<file path="config.mk">
export PLATFORM = sky130hd
export DESIGN_NAME = control_sequencer
export DESIGN_NICKNAME = d
export VERILOG_FILES = /design/src/rtl/control_sequencer.sv
export SDC_FILE = /design/constraint.sdc
export NUM_CORES = 1
export LEC_CHECK = 0
export CAP_MARGIN = 20
export CORE_UTILIZATION = 45
export CTS_CLUSTER_DIAMETER = 40
export DETAILED_ROUTE_END_ITERATION = 8
export PLACE_DENSITY = 0.84
export SLEW_MARGIN = 30
export SYNTH_ARGS = -nofsm -noshare
export SYNTH_HDL_FRONTEND = slang
export SYNTH_SLANG_ARGS = --single-unit
</file>
<file path="constraint.sdc">
create_clock -name i_clk -period 6.2 [get_ports i_clk]
set_clock_uncertainty 0.15 [all_clocks]
set_input_delay 1.24 -clock i_clk [delete_from_list [all_inputs] [get_ports i_clk]]
set_output_delay 1.24 -clock i_clk [all_outputs]
set_load 0.005 [all_outputs]
</file>
<file path="src/rtl/control_sequencer.sv">
// Purpose : multi-cycle RV32 control FSM; fetch, dispatch, execute, debug halt/resume/step.
// Latency : strobes decode combinationally from the current state; one state per clock.
// Backpr. : memory stalls hold PROLOGUE/LOAD_W/STORE_W until i_mem_complete or the bus timeout.
// Ports   : i_clk, i_rst (sync, active-high); i_opcode = IR[6:2]; i_mem_complete; debug
//           i_halt_req (level), i_resume_req (pulse), i_step. Outputs: datapath strobes
//           o_write_pc/ir/rd, o_mem_read/write, selects o_addr_sel, o_rd_sel, o_alu_insel1/2,
//           debug status o_halted, o_cause, and o_state (raw state code).
module control_sequencer #(
  parameter int MEM_TIMEOUT   = 16,
  parameter int HALT_ON_RESET = 0
) (
  input  logic       i_clk,
  input  logic       i_rst,
  input  logic [4:0] i_opcode,
  input  logic       i_mem_complete,
  input  logic       i_halt_req,
  input  logic       i_resume_req,
  input  logic       i_step,
  output logic       o_write_pc,
  output logic       o_write_ir,
  output logic       o_write_rd,
  output logic       o_mem_read,
  output logic       o_mem_write,
  output logic       o_addr_sel,
  output logic [1:0] o_rd_sel,
  output logic [1:0] o_alu_insel1,
  output logic [1:0] o_alu_insel2,
  output logic       o_halted,
  output logic [2:0] o_cause,
  output logic [4:0] o_state
);

  // Execute states reuse the opcode value, so DISPATCH can jump straight to i_opcode.
  localparam logic [4:0] S_PROLOGUE = 5'b10000;
  localparam logic [4:0] S_DISPATCH = 5'b10001;
  localparam logic [4:0] S_HALTED   = 5'b10010;
  localparam logic [4:0] S_LUI      = 5'b01101;
  localparam logic [4:0] S_AUIPC    = 5'b00101;
  localparam logic [4:0] S_JAL      = 5'b11011;
  localparam logic [4:0] S_JALR     = 5'b11001;
  localparam logic [4:0] S_BRANCH   = 5'b11000;
  localparam logic [4:0] S_LOAD     = 5'b00000;
  localparam logic [4:0] S_LOAD_W   = 5'b00001;
  localparam logic [4:0] S_LOAD_1   = 5'b00010;
  localparam logic [4:0] S_STORE    = 5'b01000;
  localparam logic [4:0] S_STORE_W  = 5'b01001;
  localparam logic [4:0] S_STORE_1  = 5'b01010;
  localparam logic [4:0] S_OPIMM    = 5'b00100;
  localparam logic [4:0] S_OP       = 5'b01100;
  localparam logic [4:0] S_MISCMEM  = 5'b00011;
  localparam logic [4:0] S_SYSTEM   = 5'b11100;

  localparam logic [2:0] C_NONE    = 3'd0;
  localparam logic [2:0] C_HALT    = 3'd1;
  localparam logic [2:0] C_EBREAK  = 3'd2;
  localparam logic [2:0] C_ILLEGAL = 3'd3;
  localparam logic [2:0] C_BUS     = 3'd4;
  localparam logic [2:0] C_STEP    = 3'd5;

  localparam int            CW  = (MEM_TIMEOUT > 1) ? $clog2(MEM_TIMEOUT + 1) : 1;
  localparam logic [CW-1:0] TMO = CW'(MEM_TIMEOUT);

  logic [4:0]    r_state, w_nxt_state;
  logic [2:0]    r_cause, w_nxt_cause;
  logic          r_step_arm, w_nxt_step_arm;
  logic [CW-1:0] r_cnt, w_nxt_cnt;
  logic          w_waiting, w_timeout, w_legal;

  assign w_waiting = (r_state == S_PROLOGUE) || (r_state == S_LOAD_W) || (r_state == S_STORE_W);
  // A completion arriving in the expiry cycle takes priority over the fault.
  assign w_timeout = (MEM_TIMEOUT != 0) && w_waiting && !i_mem_complete && (r_cnt == TMO);

  always_comb begin
    case (i_opcode)
      S_LUI, S_AUIPC, S_JAL, S_JALR, S_BRANCH, S_LOAD,
      S_STORE, S_OPIMM, S_OP, S_MISCMEM, S_SYSTEM: w_legal = 1'b1;
      default:                                     w_legal = 1'b0;
    endcase
  end

  always_comb begin
    w_nxt_state    = r_state;
    w_nxt_cause    = r_cause;
    w_nxt_step_arm = r_step_arm;
    case (r_state)
      S_PROLOGUE: begin
        if (i_mem_complete) begin
          w_nxt_state = S_DISPATCH;
        end else if (w_timeout) begin
          w_nxt_state = S_HALTED;
          w_nxt_cause = C_BUS;
        end
      end
      S_DISPATCH: begin
        if (w_legal) begin
          w_nxt_state = i_opcode;
        end else begin
          w_nxt_state = S_HALTED;
          w_nxt_cause = C_ILLEGAL;
        end
      end
      S_LOAD:  w_nxt_state = S_LOAD_W;
      S_STORE: w_nxt_state = S_STORE_W;
      S_LOAD_W, S_STORE_W: begin
        // Halt requests are deliberately ignored here: an access is never abandoned.
        if (i_mem_complete) begin
          w_nxt_state = (r_state == S_LOAD_W) ? S_LOAD_1 : S_STORE_1;
        end else if (w_timeout) begin
          w_nxt_state = S_HALTED;
          w_nxt_cause = C_BUS;
        end
      end
      S_SYSTEM: begin
        w_nxt_state = S_HALTED;
        w_nxt_cause = C_EBREAK;
      end
      S_HALTED: begin
        if (i_resume_req) begin
          w_nxt_state    = S_PROLOGUE;
          w_nxt_cause    = C_NONE;
          w_nxt_step_arm = i_step;
        end
      end
      S_LUI, S_AUIPC, S_JAL, S_JALR, S_BRANCH, S_OPIMM,
      S_OP, S_MISCMEM, S_LOAD_1, S_STORE_1: begin
        // Instruction boundary: the only place debug halts are taken.
        if (i_halt_req) begin
          w_nxt_state = S_HALTED;
          w_nxt_cause = C_HALT;
        end else if (r_step_arm) begin
          w_nxt_state = S_HALTED;
          w_nxt_cause = C_STEP;
        end else begin
          w_nxt_state = S_PROLOGUE;
        end
      end
      default: w_nxt_state = S_PROLOGUE;
    endcase
  end

  // Counter runs only while parked in a wait state; any transition clears it, so
  // every fresh entry into a wait state starts from zero.
  always_comb begin
    w_nxt_cnt = '0;
    if ((MEM_TIMEOUT != 0) && w_waiting && (w_nxt_state == r_state)) begin
      w_nxt_cnt = r_cnt + CW'(1);
    end
  end

  always_ff @(posedge i_clk) begin
    if (i_rst) begin
      r_state    <= (HALT_ON_RESET != 0) ? S_HALTED : S_PROLOGUE;
      r_cause    <= C_NONE;
      r_step_arm <= 1'b0;
      r_cnt      <= '0;
    end else begin
      r_state    <= w_nxt_state;
      r_cause    <= w_nxt_cause;
      r_step_arm <= w_nxt_step_arm;
      r_cnt      <= w_nxt_cnt;
    end
  end

  always_comb begin
    o_write_pc   = 1'b0;
    o_write_ir   = 1'b0;
    o_write_rd   = 1'b0;
    o_mem_read   = 1'b0;
    o_mem_write  = 1'b0;
    o_addr_sel   = 1'b0;
    o_rd_sel     = 2'b00;
    o_alu_insel1 = 2'b00;
    o_alu_insel2 = 2'b00;
    case (r_state)
      S_PROLOGUE: begin
        o_addr_sel = 1'b1;
        o_mem_read = !w_timeout;
        o_write_ir = i_mem_complete;
      end
      S_LUI:     begin o_alu_insel1 = 2'b10; o_alu_insel2 = 2'b01; o_write_rd = 1'b1; o_write_pc = 1'b1; end
      S_AUIPC:   begin o_alu_insel1 = 2'b01; o_alu_insel2 = 2'b01; o_write_rd = 1'b1; o_write_pc = 1'b1; end
      S_JAL: begin
        o_alu_insel1 = 2'b01; o_alu_insel2 = 2'b01; o_rd_sel = 2'b10;
        o_write_rd   = 1'b1;  o_write_pc   = 1'b1;
      end
      S_JALR: begin
        o_alu_insel2 = 2'b01; o_rd_sel = 2'b10; o_write_rd = 1'b1; o_write_pc = 1'b1;
      end
      S_BRANCH:  o_write_pc = 1'b1;
      S_OPIMM:   begin o_alu_insel2 = 2'b01; o_write_rd = 1'b1; o_write_pc = 1'b1; end
      S_OP:      begin o_write_rd = 1'b1; o_write_pc = 1'b1; end
      S_MISCMEM: o_write_pc = 1'b1;
      S_LOAD, S_LOAD_W: begin
        o_alu_insel2 = 2'b01;
        o_mem_read   = !w_timeout;
      end
      S_LOAD_1:  begin o_rd_sel = 2'b01; o_write_rd = 1'b1; o_write_pc = 1'b1; end
      S_STORE, S_STORE_W: begin
        o_alu_insel2 = 2'b10;
        o_mem_write  = !w_timeout;
      end
      S_STORE_1: o_write_pc = 1'b1;
      default: ;
    endcase
  end

  assign o_halted = (r_state == S_HALTED);
  assign o_cause  = r_cause;
  assign o_state  = r_state;

endmodule
</file>
==> impl_metrics.py <==
metrics = {
    "synthesis": {
        "synthTopCellsByArea": "dfxtp_1 (24%), a21oi_1 (4.7%), inv_1 (4.5%)",
        "netlist.area_leader.share": 0.2388,
        "ys_types": 58,
        "async_flop_share": 0,
        "synth_area_um2": 1174,
        "netlist_top_cells_count": "dfxtp_1 (14), inv_1 (14), nor2_1 (13), a21oi_1 (11), nand2_1 (11)",
        "yosys_warnings": 0,
        "netlist_instances": 155,
        "postSynthAreaPerCell_um2": 7.572,
        "seq_area_frac_synth": 0.2388,
        "synth_area_leader_cell": "dfxtp_1",
        "syn-num-nets": 169,
        "ys_ff_latch": 14,
        "synth_top_flop_cell": "dfxtp_1",
        "synth-edff-count": 0,
    },
    "route": {
        "drc": 0,
        "dr.pass1.iters": 4,
        "routed_wl_um": 2967,
        "avgViaCountPerCell": 5.933,
        "vias": 1246,
        "routedWlPerCell_um": 14.13,
        "drt_iter0_drc": 24,
        "antenna_left": 0,
    },
    "floorplan": {
        "fp.dieW_um": 53.07,
        "dieArea_um2": 2816,
        "row_count": 18,
        "core_um2": 2477,
        "pin_count": 32,
        "die_y_um": 53.07,
        "start_util": 0.4737,
    },
    "clocking": {
        "hold_buffers": 0,
        "h-tree-depth": 1,
        "postCtsSetupBuffers": 0,
        "clkSinkCount": 14,
        "worstSkewPairLatency_ns": 0.26,
        "ctsResizeCount": 0,
        "clock_path_buffers": 2,
        "clkSlewWorstSetupHoldPaths_ns": 0.07,
        "cts_tree": "done",
        "cts_buffers": 3,
        "cts-root-buf": "clkbuf_4",
    },
    "global_route": {
        "gr-usage-all-layers": 0.2387,
        "grt_max_degree": 23,
        "grt_first_pass_wirelength_um": 4988,
        "antenna_found_initial": 0,
        "grt_pass1_vias": 1137,
        "grt_overflow": 0,
    },
    "sta": {
        "slew_headroom": 0.5109,
        "fin_crit_ns": 4.358,
        "whs_ns": 0.3284,
        "clock.fmax_mhz": 229.5,
        "final.setup.tns_ns": 0,
        "rsz0062_at_grt": "no",
        "tightest_slew_ns": 0.7327,
        "timing.final.crit_share": 0.7028,
        "maxSlewViolCount": 0,
        "setup_viol": 0,
        "fin_ws_ns": 1.842,
        "finalHoldViolCount": 0,
    },
    "critical_path": {
        "reg2reg_from": "o_state[2]",
        "rrSetupSlack_ns": 3.76,
        "cp_max_fo": 6,
        "r2r-end": "o_cause[0]",
        "start_kind": "primary input",
        "end_kind": "output port",
        "critPathKind": "in2out",
        "critPathArrivalTime_ns": 2.97,
        "cp.required_ns": 4.81,
        "ff2ff_path_depth": 5,
    },
    "place": {
        "preCtsSetupSlack_ns": 1.841,
        "gp_congestion": 0.8451,
        "hpwl_um": 2261,
        "io_buffers": 31,
    },
    "finish": {
        "syn2layout_area_growth_pct": 25.91,
        "drive_gt1_frac": 0.08889,
        "nets": 196,
        "antenna_cells": 0,
    },
    "worst_hold_path": {
        "holdPathEnd": "o_cause[1]",
        "hold_class": "reg2reg",
        "hold_start": "o_cause[1]",
        "min_path_cells": 2,
    },
    "power": {
        "leakagePower_uw": 0.0005756,
        "powerDensity_nw_per_um2": 221.8,
        "peakVddDrop_mv": 0.1961,
    },
    "job": {
        "maxCapViolations": 0,
    },
    "run_status": {
        "status": "complete, no violations",
    },
}
[cell families (layout without fill, tap and decap cells)]
group           count (synthesis)  count (layout)  synth area share
xor+xnor                        3               3           0.02239
mux                             2               2           0.01706
simple gates                   63              63            0.3060
buf+inv                        24              49            0.1045
flops                          14              14            0.2388
fa+ha+maj                       4               4           0.04052
compound gates                 45              45            0.2708
[report_power, final]
group	switching, µW	internal (µW)	leakage [µW]	total [µW]
sequential	24.4	102	0.000114	127
clock	24.5	22.4	0.0000138	46.9
combinational	68.0	86.0	0.000448	154
total	117	211	0.000576	328
[cells in the final DEF, fill, tap and decap left out, drive strengths merged, types with 4 or more instances in the layout]
| cell | synthesis | routed |
|---|---|---|
| clkdlybuf4s50 | 0 | 31 |
| nor2b | 5 | 5 |
| nor3 | 4 | 4 |
| nand2 | 14 | 14 |
| dfxtp | 14 | 14 |
| nor2 | 14 | 14 |
| inv | 15 | 15 |
| o21ai | 9 | 9 |
| a21oi | 12 | 12 |
| nand3 | 6 | 6 |
| or3 | 4 | 4 |
[metrics by stage]
| stage | cell area [µm²] | std cells | total power, µW | util |
|---|---|---|---|---|
| global placement | 1455 | 207 | 277.7 | 0.5874 |
| CTS | 1478 | 210 | 327.9 | 0.5965 |
| floorplan | 1174 | 155 | 218.9 | - |
| global route | 1478 | 210 | 351.6 | 0.5965 |
| detailed placement | 1455 | 207 | 280.9 | 0.5874 |
| finish | 1478 | 210 | 327.8 | 0.5965 |
[critical path: stages]
cell	delay (ns)
clkdlybuf4s50_1	0.56
nor2_2	0.10
maj3_1	0.36
nor4_1	0.17
clkdlybuf4s50_1	0.54
[worst max-delay path by stage]
stage                    from          to  depth (start not counted)
6_report       i_mem_complete  o_mem_read                          5
3_5_place_dp   i_mem_complete  o_mem_read                          5
3_3_place_gp   i_mem_complete  o_mem_read                          5
2_1_floorplan  i_mem_complete  o_mem_read                          3
4_1_cts        i_mem_complete  o_mem_read                          5
5_1_grt        i_mem_complete  o_mem_read                          5
[metal layers]
layer | track usage | vias to the layer above | routed length [µm]
met5 | 0 | - | 0
met4 | 0.05263 | 0 | 10
met3 | 0.05460 | 2 | 233
met2 | 0.4135 | 58 | 1518
met1 | 0.2962 | 578 | 1204
li1 | - | 608 | -
[area by class of cell]
class | instances | area, µm²
clock buffer | 3 | 22.52
fill | 218 | 999.7
inverter | 15 | 56.30
multi-input combinational | 117 | 770.7
sequential | 14 | 280.3
tap | 30 | 37.54
timing repair buffer | 31 | 310.3
[flip-flops by register name, summed over array words and instances (netlist names)]
signal / count
r_cnt: 5
o_cause: 3
r_step_arm: 1
o_state: 5
(Power assumes the default switching activity.)
==> RTL edit: new RTL, config.mk and constraints unchanged <==
Make the reset (`i_rst`) asynchronous in one clocked block.
--- a/src/rtl/control_sequencer.sv
+++ b/src/rtl/control_sequencer.sv
@@ -149,3 +149,3 @@
 
-  always_ff @(posedge i_clk) begin
+  always_ff @(posedge i_clk or posedge i_rst) begin
     if (i_rst) begin
Formal check against the unedited RTL: differs if i_rst is asserted again (counterexample within 4 cycles, from zero or initial values and one cycle with i_rst high); with i_rst held inactive, the same outputs for 10 cycles.
==> RTL edit against the unedited design <==
Wire length decreased by 13%. Count of clock-buffer cells in the layout increased by 1. Worst hold slack improved by 0.013 ns. Total power increased by 56%. Synthesized area decreased by 10%. Cell area decreased by 5.7%. Sequential cell count unchanged. Setup slack improved by 0.074 ns. Largest cell class unchanged. Largest power group unchanged. Highest routed layer unchanged.
==> RTL edit: results (changes against the unedited design) <==
Placed design
  • Routability-driven placement congestion ratio: 0.903 (was 0.845)
  • DP HPWL: 1950 µm (was 2260 µm)
  • Port-buffer cells: 31 (unchanged)

Worst setup path
  • Arrival time of data at the critical path endpoint: 2.89 ns (was 2.97 ns)
  • Number of cells traversed by the worst register-to-register path: 5 (unchanged)
  • Critical path fanouts, max: 4 (was 6)
  • CP max stage cell: sky130_fd_sc_hd__clkdlybuf4s50_1 (unchanged)
  • Crit path max-delay family: buffers and inverters (unchanged)
  • Highest cell delay on the worst timing path: 0.53 ns (was 0.56 ns)

Clock tree
  • H-tree lvl count: 1 (unchanged)
  • Clock latency reported for the late side of the worst-skew pair: 0.28 ns (was 0.26 ns)
  • Inserted Clock Buffers: 3 (unchanged)
  • Number of buffers inserted by post-CTS setup repair: 0 (unchanged)
  • Number of gates resized after CTS: 0 (unchanged)
  • Maximum clock insertion buffer count: 2 (unchanged)

Finish
  • Layout filler cell count: 204 (was 218)
  • Count of nets after finishing: 171 (was 196)
  • Share of layout cells above drive strength 1: 0.0769 (was 0.0889)

Worst hold path
  • Hold path cells: 1 (was 2)
  • HP Class: reg2reg (unchanged)

Logic synthesis
  • Post-synthesis net count: 140 (was 169)
  • Distinct cell type count after synthesis: 47 (was 58)
  • Most common library cells after synthesis: sky130_fd_sc_hd__dfrtp_1, sky130_fd_sc_hd__inv_1, sky130_fd_sc_hd__nor2_1, sky130_fd_sc_hd__nand2_1 (was sky130_fd_sc_hd__dfxtp_1, sky130_fd_sc_hd__inv_1, sky130_fd_sc_hd__nor2_1, sky130_fd_sc_hd__a21oi_1, sky130_fd_sc_hd__nand2_1)
  • Top area cells in the synthesized netlist: sky130_fd_sc_hd__dfrtp_1, sky130_fd_sc_hd__inv_1, sky130_fd_sc_hd__a22oi_1 (was sky130_fd_sc_hd__dfxtp_1, sky130_fd_sc_hd__a21oi_1, sky130_fd_sc_hd__inv_1)
  • Proportion of synthesized flip-flops having asynchronous set or reset: 1.00 (was 0)
  • Sequential fraction of the synthesis area: 0.334 (was 0.239)

Power
  • Total internal power: 0.306 mW (was 0.211 mW)
  • Leakage: 0.593 nW (was 0.576 nW)
  • IR Drop Worst-Case VDD: 0.245 mV (was 0.196 mV)

Drt
  • Detailed-route wire length: 2590 µm (was 2970 µm)
  • Via-to-Cell Ratio: 5.84 (was 5.93)
  • Number of design-rule violations left by the first detailed-router iteration: 49 (was 24)
  • 1st-pass router iterations: 4 (unchanged)

Global routing
  • Overall routing resource usage: 0.223 (was 0.239)
  • Largest net degree at the start of global routing: 19 (was 23)
  • Wire length of the first global-routing pass: 4400 µm (was 4990 µm)
  • Initial antenna violation count: 0 (unchanged)
  • Vias in the first global route: 1067 (was 1137)

Timing
  • Actual transition at the worst max-transition pin: 0.563 ns (was 0.733 ns)
  • Number of pins with negative max-slew slack in the final report: 0 (unchanged)

Outcome
  • Status: complete, no violations (unchanged)
==> RTL edit: cell count changes in the layout (fill, tap and decap cells not counted), sizes merged, moves of 6 or more <==
cell   unedited run  this run
dfxtp            14         0
dfrtp             0        13
a21oi            12         2
nand2            14         8
==> RTL edit: metrics by stage <==
step	cell area [µm²]	instances
floorplan	1050	126
global placement	1370	180
detailed placement	1370	180
CTS	1390	184
global route	1390	184
finish	1390	184
==> RTL edit: area by class of cell <==
| class | instances | area, µm² | share of cell area |
|---|---|---|---|
| Clock buffer | 4 | 26.3 | 0.0189 |
| Sequential cell | 14 | 352 | 0.252 |
| Timing Repair Buffer | 31 | 310 | 0.223 |
| Multi-Input combinational cell | 93 | 618 | 0.443 |
| Tap cell | 28 | 35.0 | 0.0251 |
| Inverter | 14 | 52.6 | 0.0377 |
==> RTL edit: power by group through the flow <==
stage | Combinational (mW) | Clock [mW] | Sequential, mW
2_1_floorplan | 0.188 | 0 | 0.146
5_1_grt | 0.319 | 0.0596 | 0.175
3_3_place_gp | 0.282 | 0 | 0.167
6_report | 0.288 | 0.0556 | 0.168
4_1_cts | 0.288 | 0.0557 | 0.167
3_5_place_dp | 0.286 | 0 | 0.169
==> RTL edit: worst register-to-register path, delay by kind of cell (launching register included) <==
| family | cells | cell delay [ns] |
|---|---|---|
| compound gates | 4 | 1.26 |
| flops | 1 | 0.57 |
| simple gates | 1 | 0.26 |
==> RTL edit: path summary, 6_finish.rpt <==
kind                       slack [ns]                 start                endpoint
max                              1.92        i_mem_complete              o_mem_read
min                              0.34    r_cnt[0]$_DFF_PP0_      r_cnt[0]$_DFF_PP0_
max reg2reg                      3.85  o_state[0]$_DFF_PP0_  o_cause[2]$_DFFE_PP0P_
min reg2reg                      0.34    r_cnt[0]$_DFF_PP0_      r_cnt[0]$_DFF_PP0_
max in group asynchronous        4.38                 i_rst    o_state[4]$_DFF_PP1_
min in group asynchronous        1.15                 i_rst      r_cnt[1]$_DFF_PP0_
==> RTL edit: routing by layer <==
metal / GRT usage / vias up / share of wire
met5: 0 / - / 0
met4: 0.0833 / 0 / 0.014
met3: 0.0303 / 4 / 0.062
met2: 0.389 / 51 / 0.49
met1: 0.278 / 506 / 0.44
li1: - / 514 / -
==> RTL edit: kinds of logic after synthesis <==
family,synth area share
adder cells (fa/ha/maj),0.0451
flip-flops,0.334
buffers and inverters,0.0796
AND/OR/NAND/NOR,0.279
multiplexers,0.0107
XOR/XNOR,0.0249
AO/OA/AOI/OAI,0.227
